===== src/rtl/uart_pkg.sv =====
// Shared UART definitions: parity modes, transmitter state encoding and the
// baud divisor helper, so the transmitter and receiver agree on them.
package uart_pkg;

  localparam int PAR_NONE = 0;
  localparam int PAR_ODD  = 1;
  localparam int PAR_EVEN = 2;

  typedef enum logic [2:0] {
    ST_IDLE,
    ST_START,
    ST_DATA,
    ST_PARITY,
    ST_STOP
  } tx_state_t;

  // Integer-truncated clocks per bit; callers guarantee the result is >= 2.
  function automatic int clks_per_bit(input int clock_freq, input int baud_rate);
    return clock_freq / baud_rate;
  endfunction

endpackage


===== src/rtl/uart_tx_fifo.sv =====
// Synchronous FIFO feeding the UART transmitter. The ready flag is registered
// from the next-cycle occupancy so it is low exactly while the FIFO is full.
module uart_tx_fifo #(
  parameter int WIDTH = 8,
  parameter int DEPTH = 4
) (
  input  logic                     clk,
  input  logic                     rst,
  input  logic                     push,
  input  logic [WIDTH-1:0]         din,
  input  logic                     pop,
  output logic [WIDTH-1:0]         dout,
  output logic                     full,
  output logic                     empty,
  output logic                     ready,
  output logic [$clog2(DEPTH):0]   count
);

  localparam int AW = $clog2(DEPTH);
  localparam int CW = AW + 1;

  logic [WIDTH-1:0] mem [DEPTH];
  logic [AW-1:0]    wr_ptr;
  logic [AW-1:0]    rd_ptr;
  logic [CW-1:0]    count_q;
  logic [CW-1:0]    count_d;
  logic             do_push;
  logic             do_pop;

  assign full    = (count_q == CW'(DEPTH));
  assign empty   = (count_q == '0);
  assign do_push = push && !full;
  assign do_pop  = pop && !empty;
  assign count_d = count_q + CW'(do_push) - CW'(do_pop);
  assign dout    = mem[rd_ptr];
  assign count   = count_q;

  always_ff @(posedge clk) begin
    if (do_push) begin
      mem[wr_ptr] <= din;
    end
  end

  // Pointers are AW bits wide, so they wrap modulo DEPTH on their own.
  always_ff @(posedge clk or negedge rst) begin
    if (!rst) begin
      wr_ptr  <= '0;
      rd_ptr  <= '0;
      count_q <= '0;
      ready   <= 1'b0;
    end else begin
      if (do_push) begin
        wr_ptr <= wr_ptr + 1'b1;
      end
      if (do_pop) begin
        rd_ptr <= rd_ptr + 1'b1;
      end
      count_q <= count_d;
      ready   <= (count_d != CW'(DEPTH));
    end
  end

endmodule


===== src/rtl/uart_transmitter_cfg.sv =====
// Configurable UART transmitter: FIFO-fed framer with selectable data width,
// parity and stop bits; frames run back-to-back while words are queued.
//
//   state     | meaning
//   ----------+-------------------------------------------------------
//   ST_IDLE   | line idle high, waiting for a queued word
//   ST_START  | driving the start bit (0)
//   ST_DATA   | shifting data bits out, LSB first
//   ST_PARITY | driving the parity bit (only when parity is enabled)
//   ST_STOP   | driving stop bit(s); chains straight into the next frame
module uart_transmitter_cfg
  import uart_pkg::*;
#(
  parameter int CLOCK_FREQ = 50_000_000,
  parameter int BAUD_RATE  = 921600,
  parameter int DATA_BITS  = 8,
  parameter int PARITY     = 0,
  parameter int STOP_BITS  = 1,
  parameter int FIFO_DEPTH = 4
) (
  input  logic                          clk,
  input  logic                          rst,
  input  logic [DATA_BITS-1:0]          tx_data,
  input  logic                          tx_valid,
  output logic                          tx_ready,
  output logic                          tx_pin,
  output logic                          tx_busy,
  output logic [$clog2(FIFO_DEPTH):0]   fifo_count
);

  localparam int CPB = clks_per_bit(CLOCK_FREQ, BAUD_RATE);
  localparam int BW  = (CPB > 1) ? $clog2(CPB) : 1;

  localparam logic [BW-1:0] BAUD_LAST = BW'(CPB - 1);
  localparam logic [3:0]    DATA_LAST = 4'(DATA_BITS - 1);
  localparam logic [3:0]    STOP_LAST = 4'(STOP_BITS - 1);

  if (PARITY != PAR_NONE && PARITY != PAR_ODD && PARITY != PAR_EVEN) begin : g_bad_parity
    $error("uart_transmitter_cfg: PARITY must be 0 (none), 1 (odd) or 2 (even)");
  end
  if (DATA_BITS < 5 || DATA_BITS > 9) begin : g_bad_data_bits
    $error("uart_transmitter_cfg: DATA_BITS must be 5..9");
  end
  if (STOP_BITS != 1 && STOP_BITS != 2) begin : g_bad_stop_bits
    $error("uart_transmitter_cfg: STOP_BITS must be 1 or 2");
  end
  if (CPB < 2) begin : g_bad_divisor
    $error("uart_transmitter_cfg: CLOCK_FREQ / BAUD_RATE must be at least 2");
  end
  if (FIFO_DEPTH < 2 || (FIFO_DEPTH & (FIFO_DEPTH - 1)) != 0) begin : g_bad_depth
    $error("uart_transmitter_cfg: FIFO_DEPTH must be a power of two >= 2");
  end

  tx_state_t            state_q, state_d;
  logic [BW-1:0]        baud_q, baud_d;
  logic [3:0]           bit_q, bit_d;
  logic [DATA_BITS-1:0] shift_q, shift_d;
  logic                 par_q, par_d;
  logic                 pin_d;
  logic                 baud_done;
  logic                 start_frame;
  logic                 pop;
  logic                 push;
  logic [DATA_BITS-1:0] fifo_dout;
  logic                 fifo_full;
  logic                 fifo_empty;

  function automatic logic frame_parity(input logic [DATA_BITS-1:0] w);
    return (PARITY == PAR_ODD) ? ~^w : ^w;
  endfunction

  assign push = tx_valid && tx_ready && !fifo_full;

  uart_tx_fifo #(
    .WIDTH (DATA_BITS),
    .DEPTH (FIFO_DEPTH)
  ) u_fifo (
    .clk   (clk),
    .rst   (rst),
    .push  (push),
    .din   (tx_data),
    .pop   (pop),
    .dout  (fifo_dout),
    .full  (fifo_full),
    .empty (fifo_empty),
    .ready (tx_ready),
    .count (fifo_count)
  );

  assign baud_done = (baud_q == BAUD_LAST);

  always_comb begin
    state_d     = state_q;
    baud_d      = baud_q;
    bit_d       = bit_q;
    shift_d     = shift_q;
    par_d       = par_q;
    start_frame = 1'b0;
    pop         = 1'b0;
    pin_d       = 1'b1;

    if (state_q != ST_IDLE) begin
      baud_d = baud_done ? '0 : baud_q + 1'b1;
    end

    case (state_q)
      ST_IDLE: begin
        start_frame = !fifo_empty;
      end
      ST_START: begin
        if (baud_done) begin
          state_d = ST_DATA;
          bit_d   = '0;
        end
      end
      ST_DATA: begin
        if (baud_done) begin
          if (bit_q == DATA_LAST) begin
            bit_d   = '0;
            state_d = (PARITY == PAR_NONE) ? ST_STOP : ST_PARITY;
          end else begin
            bit_d   = bit_q + 4'd1;
            shift_d = shift_q >> 1;
          end
        end
      end
      ST_PARITY: begin
        if (baud_done) begin
          state_d = ST_STOP;
          bit_d   = '0;
        end
      end
      ST_STOP: begin
        if (baud_done) begin
          if (bit_q == STOP_LAST) begin
            // Pop on the last stop clock so the next start bit follows with no gap.
            start_frame = !fifo_empty;
            state_d     = ST_IDLE;
          end else begin
            bit_d = bit_q + 4'd1;
          end
        end
      end
      default: state_d = ST_IDLE;
    endcase

    if (start_frame) begin
      pop     = 1'b1;
      state_d = ST_START;
      baud_d  = '0;
      bit_d   = '0;
      shift_d = fifo_dout;
      par_d   = frame_parity(fifo_dout);
    end

    case (state_d)
      ST_START:  pin_d = 1'b0;
      ST_DATA:   pin_d = shift_d[0];
      ST_PARITY: pin_d = par_d;
      default:   pin_d = 1'b1;
    endcase
  end

  always_ff @(posedge clk or negedge rst) begin
    if (!rst) begin
      state_q <= ST_IDLE;
      baud_q  <= '0;
      bit_q   <= '0;
      shift_q <= '0;
      par_q   <= 1'b0;
      tx_pin  <= 1'b1;
      tx_busy <= 1'b0;
    end else begin
      state_q <= state_d;
      baud_q  <= baud_d;
      bit_q   <= bit_d;
      shift_q <= shift_d;
      par_q   <= par_d;
      tx_pin  <= pin_d;
      tx_busy <= (state_d != ST_IDLE);
    end
  end

endmodule


===== config.mk =====
export PLATFORM = sky130hd
export DESIGN_NAME = uart_transmitter_cfg
export DESIGN_NICKNAME = d
export VERILOG_FILES = /design/src/rtl/uart_pkg.sv /design/src/rtl/uart_tx_fifo.sv /design/src/rtl/uart_transmitter_cfg.sv
export SDC_FILE = /design/constraint.sdc
export NUM_CORES = 1
export LEC_CHECK = 0
export CORE_AREA = 2 2 97 99
export DETAILED_ROUTE_END_ITERATION = 8
export DIE_AREA = 0 0 99 101
export DONT_BUFFER_PORTS = 1
export GPL_ROUTABILITY_DRIVEN = 0
export PLACE_DENSITY_LB_ADDON = 0.12
export RECOVER_POWER = 25
export SYNTH_ARGS = -nofsm -noshare
export SYNTH_HDL_FRONTEND = slang
export SYNTH_SLANG_ARGS = --single-unit

===== constraint.sdc =====
create_clock -name clk -period 4.08 [get_ports clk]
set_clock_uncertainty 0.15 [all_clocks]
set_input_delay 0.816 -clock clk [delete_from_list [all_inputs] [get_ports clk]]
set_output_delay 0.816 -clock clk [all_outputs]
set_load 0.03 [all_outputs]

# Word-level counts from Yosys, hierarchy flattened

Memories as Yosys holds them, arrays and structs flattened.
Cells that the tools add are included.

Memories kept: 1
Memory bits (writable): 32
Flip-flop bits (word level): 32
Output and inout port bits: 6

$add $sub $neg: 6
Reductions and logical operators: 19
Eq/ne operators: 16
Mux-type cells: 30

Memories:

| name       | depth | width | read ports | clocked after memory_dff | write ports | RTL line           | text |
|---|---|---|---|---|---|---|---|
| u_fifo.mem | 4     | 8     | 1          | 0                        | 1           | uart_tx_fifo.sv:22 | `logic [WIDTH-1:0] mem [DEPTH];` |

Operators by type and width:

| cell                  | number |
|---|---|
| $mux W8               | 4 |
| $mux W4               | 6 |
| $mux W3               | 7 |
| $mux W6               | 3 |
| $pmux W3 S5           | 1 |
| $eq A3 B2 Y1 const B  | 4 |
| $ne A3 B3 Y1 const B  | 4 |
| $pmux W4 S3           | 1 |
| $reduce_xor A8 Y1     | 1 |
| $add A6 B1 Y6 const B | 1 |
| $eq A3 B1 Y1 const B  | 2 |
| $eq A3 B3 Y1 const B  | 2 |
| $eq A6 B6 Y1 const B  | 1 |
| $logic_not A3 Y1      | 2 |
| $mux W1               | 6 |
| $reduce_bool A2 Y1    | 3 |
| $reduce_bool A3 Y1    | 2 |
| $reduce_and A5 Y1     | 1 |
| $add A2 B1 Y2 const B | 2 |
| $add A4 B1 Y4 const B | 1 |
| $eq A4 B3 Y1 const B  | 1 |
| $logic_and A1 B1 Y1   | 4 |
| $logic_not A4 Y1      | 1 |
| $reduce_bool A4 Y1    | 1 |
| 9 further kinds       | 10 |

# Longest topological paths before layout

Depth in word-level cells: 9
Mapped depth: 13
Gate-level depth less buffers: 12

# Cells and area by module

From an unflattened synthesis, not the netlist that was laid out.

Cells, all modules: 230
Area, all modules: 3,095.5 µm²

Modules (own cells, without submodules):

| module               | instances | area an instance (µm²) | cells each | sequential area each (µm²) |
|---|---|---|---|---|
| uart_tx_fifo         | 1         | 1,661.6                | 86         | 1,161.1 |
| uart_transmitter_cfg | 1         | 1,433.9                | 144        | 601.8 |

# Worst setup path after synthesis

No wires, ideal clock.

Kind: reg-to-reg
From: register bit_q[0]
To: register u_fifo.ready
Period minus slack after synthesis: 3,187 ps
Stages on the path, launching flop included: 14
Data required time: 3,805 ps
Slack: 893 ps
Arrival time: 2,912 ps
Setup time: 125 ps
Cells stage by stage: dfrtp_1 > inv_1 > ha_1 > or3b_1 > or3_1 > a211o_2 > inv_2 > buf_2 > ha_1 > inv_1 > ha_1 > fa_1 > nor2_1 > nand2_1

Word-level cells in the longest chain between the ends: 8

Ends and longest elaborated chain:

| what                     | RTL line                    | text |
|---|---|---|
| start: declaration       | uart_transmitter_cfg.sv:56  | `logic [3:0] bit_q, bit_d;` |
| start signal: assignment | uart_transmitter_cfg.sv:176 | `bit_q <= bit_d;` |
| $logic_not A4 Y1         | uart_transmitter_cfg.sv:135 | `if (bit_q == STOP_LAST) begin` |
| $mux W1                  | uart_transmitter_cfg.sv:135 |  |
| $mux W1                  | uart_transmitter_cfg.sv:134 | `if (baud_done) begin` |
| $pmux W1 S2              | uart_transmitter_cfg.sv:106 | `case (state_q)` |
| $mux W1                  | uart_transmitter_cfg.sv:147 | `if (start_frame) begin` |
| $logic_and A1 B1 Y1      | uart_tx_fifo.sv:33          | `assign do_pop = pop && !empty;` |
| net u_fifo.do_pop        | uart_tx_fifo.sv:28          | `logic do_pop;` |
| $sub A3 B1 Y3            | uart_tx_fifo.sv:34          | `assign count_d = count_q + CW'(do_push) - CW'(do_pop);` |
| net u_fifo.count_d[1]    | uart_tx_fifo.sv:26          | `logic [CW-1:0] count_d;` |
| $ne A3 B3 Y1             | uart_tx_fifo.sv:59          | `ready <= (count_d != CW'(DEPTH));` |
| end signal: assignment   | uart_tx_fifo.sv:59          |  |
| end: declaration         | uart_tx_fifo.sv:15          | `output logic ready,` |

The timed path passes the listed nets, and every way through them passes these cells.
A chain may end at the register's enable or synchronous reset.

# Worst setup path after layout

From: register bit_q[0]
To: register u_fifo.ready

Word-level cells in the longest chain between the ends: 8

Ends and longest elaborated chain:

| what                  | RTL line |
|---|---|
| $logic_not A4 Y1      | uart_transmitter_cfg.sv:135 |
| $mux W1               | uart_transmitter_cfg.sv:135 |
| $mux W1               | uart_transmitter_cfg.sv:134 |
| $pmux W1 S2           | uart_transmitter_cfg.sv:106 |
| $mux W1               | uart_transmitter_cfg.sv:147 |
| $logic_and A1 B1 Y1   | uart_tx_fifo.sv:33 |
| $sub A3 B1 Y3         | uart_tx_fifo.sv:34 |
| net u_fifo.count_d[1] | uart_tx_fifo.sv:26 |
| $ne A3 B3 Y1          | uart_tx_fifo.sv:59 |

The timed path passes the listed nets, and every way through them passes these cells.

==> flow_metrics.tcl <==
set metrics [dict create \
    drive_above_1_share 0.1545 \
    syn_to_final_growth_pct 9.636 \
    cp_common_cell "ha_1" \
    yosysTopAreaCell "edfxtp_1" \
    clkLatencyLatePin_ns 0.35 \
    syn_inst 223 \
    clockRootBuffer "clkbuf_8" \
    run_status "finished with violations" \
    hold_violations 0 \
    grt_pass1_vias 1737 \
    finalCritPeriodShare 0.7652 \
    synth_area_leaders "edfxtp_1, dfrtp_1, mux4_2" \
    cts_tree "built" \
    worstSetupEndpointType "flip-flop" \
    max_freq_mhz 320.3 \
    tightest_slew_ns 1.755 \
    clkSinkCount 64 \
    cts_inserted_buffers 9 \
    syn_area_mm2 0.002960 \
    cp_top_family "adder cells" \
    critical_path_peak_fanout 6 \
    finalSetupViolations 0 \
    clockBufferDepth 2 \
    cpMaxStageDelayCell "fa_1" \
    synth_seq_cells 64 \
    wl_per_cell_um 15.19 \
    drv_cap 1 \
    io_pins 17 \
    core.rowCount 35 \
    postSynth.asyncResetShare 0.5000 \
    intPower_mw 1.098 \
    grt_overflow_total 0 \
    dr_wl_met2_um 2452 \
    period_needed_ns 3.122 \
    synth_cell_type_count 49 \
    switchingPower_uw 482.8 \
    power_density_mw_per_mm2 487.0 \
    pwr-share-clk 0.316 \
    finish.instance_area_mm2 0.003246 \
    core-area_mm2 0.008977 \
    initialDrtViolationCount 60 \
    combPwrFrac 0.147 \
    fin_setup_tns_ns 0 \
    synth_commonest_cells "edfxtp_1, dfrtp_1, nand2_1, nor2_1" \
    fill_cells 851 \
    top_layer "met4" \
    synth_edf_count 32 \
    htreeDepth 3 \
    cp.required_ns 4.16 \
    grt_pass1_wl_um 9170 \
    worst-setup-path-type "reg2reg" \
    final_nets 250 \
    multi_input_area_mm2 0.001105 \
    syn-mean-instance-area_um2 13.28 \
    critical-path-max-stage-delay_ns 0.43 \
    start_kind "flip-flop" \
    route.antenna.remaining_nets 0 \
    hp-class "in2async" \
    worst-path-buf-inv 3 \
    rsz0062_at_grt "no" \
    cellLeakagePower_nw 1.202 \
    arrival_ns 3.20 \
    slew_headroom -0.1700 \
    seqCellArea_mm2 0.001763 \
    die_w_um 99 \
    dp_hpwl_um 3502 \
    dpl_cell_area_mm2 0.003063 \
    path_clk_slew_ns 0.08 \
    drtPass1Iterations 4 \
    drc_errors 0 \
    grt_max_degree 32 \
    final_max_slew_viol_count 32 \
    wirelength_um 5224 \
    wl_met1_um 2442 \
    avgViaCountPerCell 4.759 \
    die_y_um 101 \
    yosysTopAreaCellShare 0.3246 \
    synth_nets 245 \
    track_usage 0.1225 \
    dieArea_mm2 0.009999 \
    vias 1637 \
    violations "capacitance limit, slew limit" \
    ys.flop_type "edfxtp_1" \
    io_buffers 0 \
    cts_resized 0 \
    vdd_drop_max_mv 0.1695 \
    swShare 0.3054 \
    path_cells "inv_1 -> ha_1 -> or3b_1 -> or3_1 -> a211o_2 -> inv_2 -> ha_1 -> inv_1 -> ha_1 -> fa_1 -> nor2_1 -> nand2_1" \
    seqPwrFrac 0.536 \
    synth.most_common_cell "edfxtp_1" \
    synth_warnings 0 \
    start_util 0.3298 \
    antenna_found_initial 0 \
    dr_wl_met3_um 204 \
    yosysSeqAreaShare 0.5955 \
    antenna_cells 0 \
]
==> power groups by stage <==
stage	combinational, mW	clock, mW	sequential (mW)
6_report	0.233	0.500	0.848
5_1_grt	0.273	0.551	0.857
4_1_cts	0.246	0.519	0.850
3_5_place_dp	0.235	0	0.864
3_3_place_gp	0.236	0	0.864
2_1_floorplan	0.187	0	0.852
==> flip-flops by register name, indices dropped and copies added (netlist names), 2 cells and up <==
name	cells
u_fifo.wr_ptr	2
bit_q	4
u_fifo.mem	32
u_fifo.rd_ptr	2
u_fifo.count	3
baud_q	6
shift_q	8
state_q	3
==> per-layer routing <==
layer,vias up,GRT usage
met5,-,0
met4,0,0.06955
met3,11,0.03329
met2,25,0.1907
met1,792,0.1542
li1,809,-
==> kinds of logic (layout without fill, tap and decap cells) <==
group           count (synthesis)  after routing  synth area share
flops                          64             64            0.5955
simple gates                   62             62            0.1116
compound gates                 34             34           0.07777
buf+inv                        21             31           0.03127
xor+xnor                       16             16           0.04734
mux                            15             15           0.08749
fa+ha+maj                      11             11           0.04903
==> path summary, 6_finish.rpt <==
kind	slack (ns)	end	cells past startpoint	from
setup / recovery	0.96	u_fifo.ready	12	bit_q[0]
hold reg to reg	0.33	shift_q[6]	1	shift_q[6]
min in group clk	0.33	shift_q[6]	1	shift_q[6]
hold / removal	0.15	tx_pin	0	rst
max in group asynchronous	1.99	shift_q[0]	1	rst
setup reg to reg	0.96	u_fifo.ready	12	bit_q[0]
==> placed cells by master, fill, tap and decap left out, drive strengths merged, types with 2 or more instances in the layout <==
master and instances:
or3b 2, or2 2, clkinv 3, a22o 2
a21boi 2, nor3 2, inv 15, clkbuf 10
a21o 2, o21ai 11, a21oi 6, nand2b 3
o211ai 2, xor2 4, edfxtp 32, mux4 8
nand3 3, ha 10, mux2i 6, and2 5
nand2 18, nand4 4, dfrtp 31, clkinvlp 2
xnor2 12, nor2 15
==> final cells by class <==
class                   instances  area share
flip-flops and latches         64      0.5432
multi-input cells             138      0.3404
well taps                     111     0.04279
clock buffers                   9     0.03817
clock inverters                 7     0.01696
inverters                      13     0.01503
repair buffers                  2    0.003470
==> metrics by stage <==
step / hold slack (ns) / power [mW] / instances / util / setup slack [ns]
2_1_floorplan: 0.2989 / 1.039 / 223 / - / 0.8930
3_3_place_gp: 0.3105 / 1.100 / 327 / 0.3412 / 0.9990
3_5_place_dp: 0.3242 / 1.099 / 327 / 0.3412 / 0.9602
4_1_cts: 0.1334 / 1.615 / 344 / 0.3633 / 0.9305
6_report: 0.1519 / 1.580 / 344 / 0.3615 / 0.9581
5_1_grt: 0.1383 / 1.681 / 344 / 0.3615 / 0.7934
==> repair_timing <==
action                    in CTS  in global routing
hold endpoints to repair      31                  0
buffers inserted               0                  0
hold buffers                   1                  0
(Power assumes the default switching activity.)
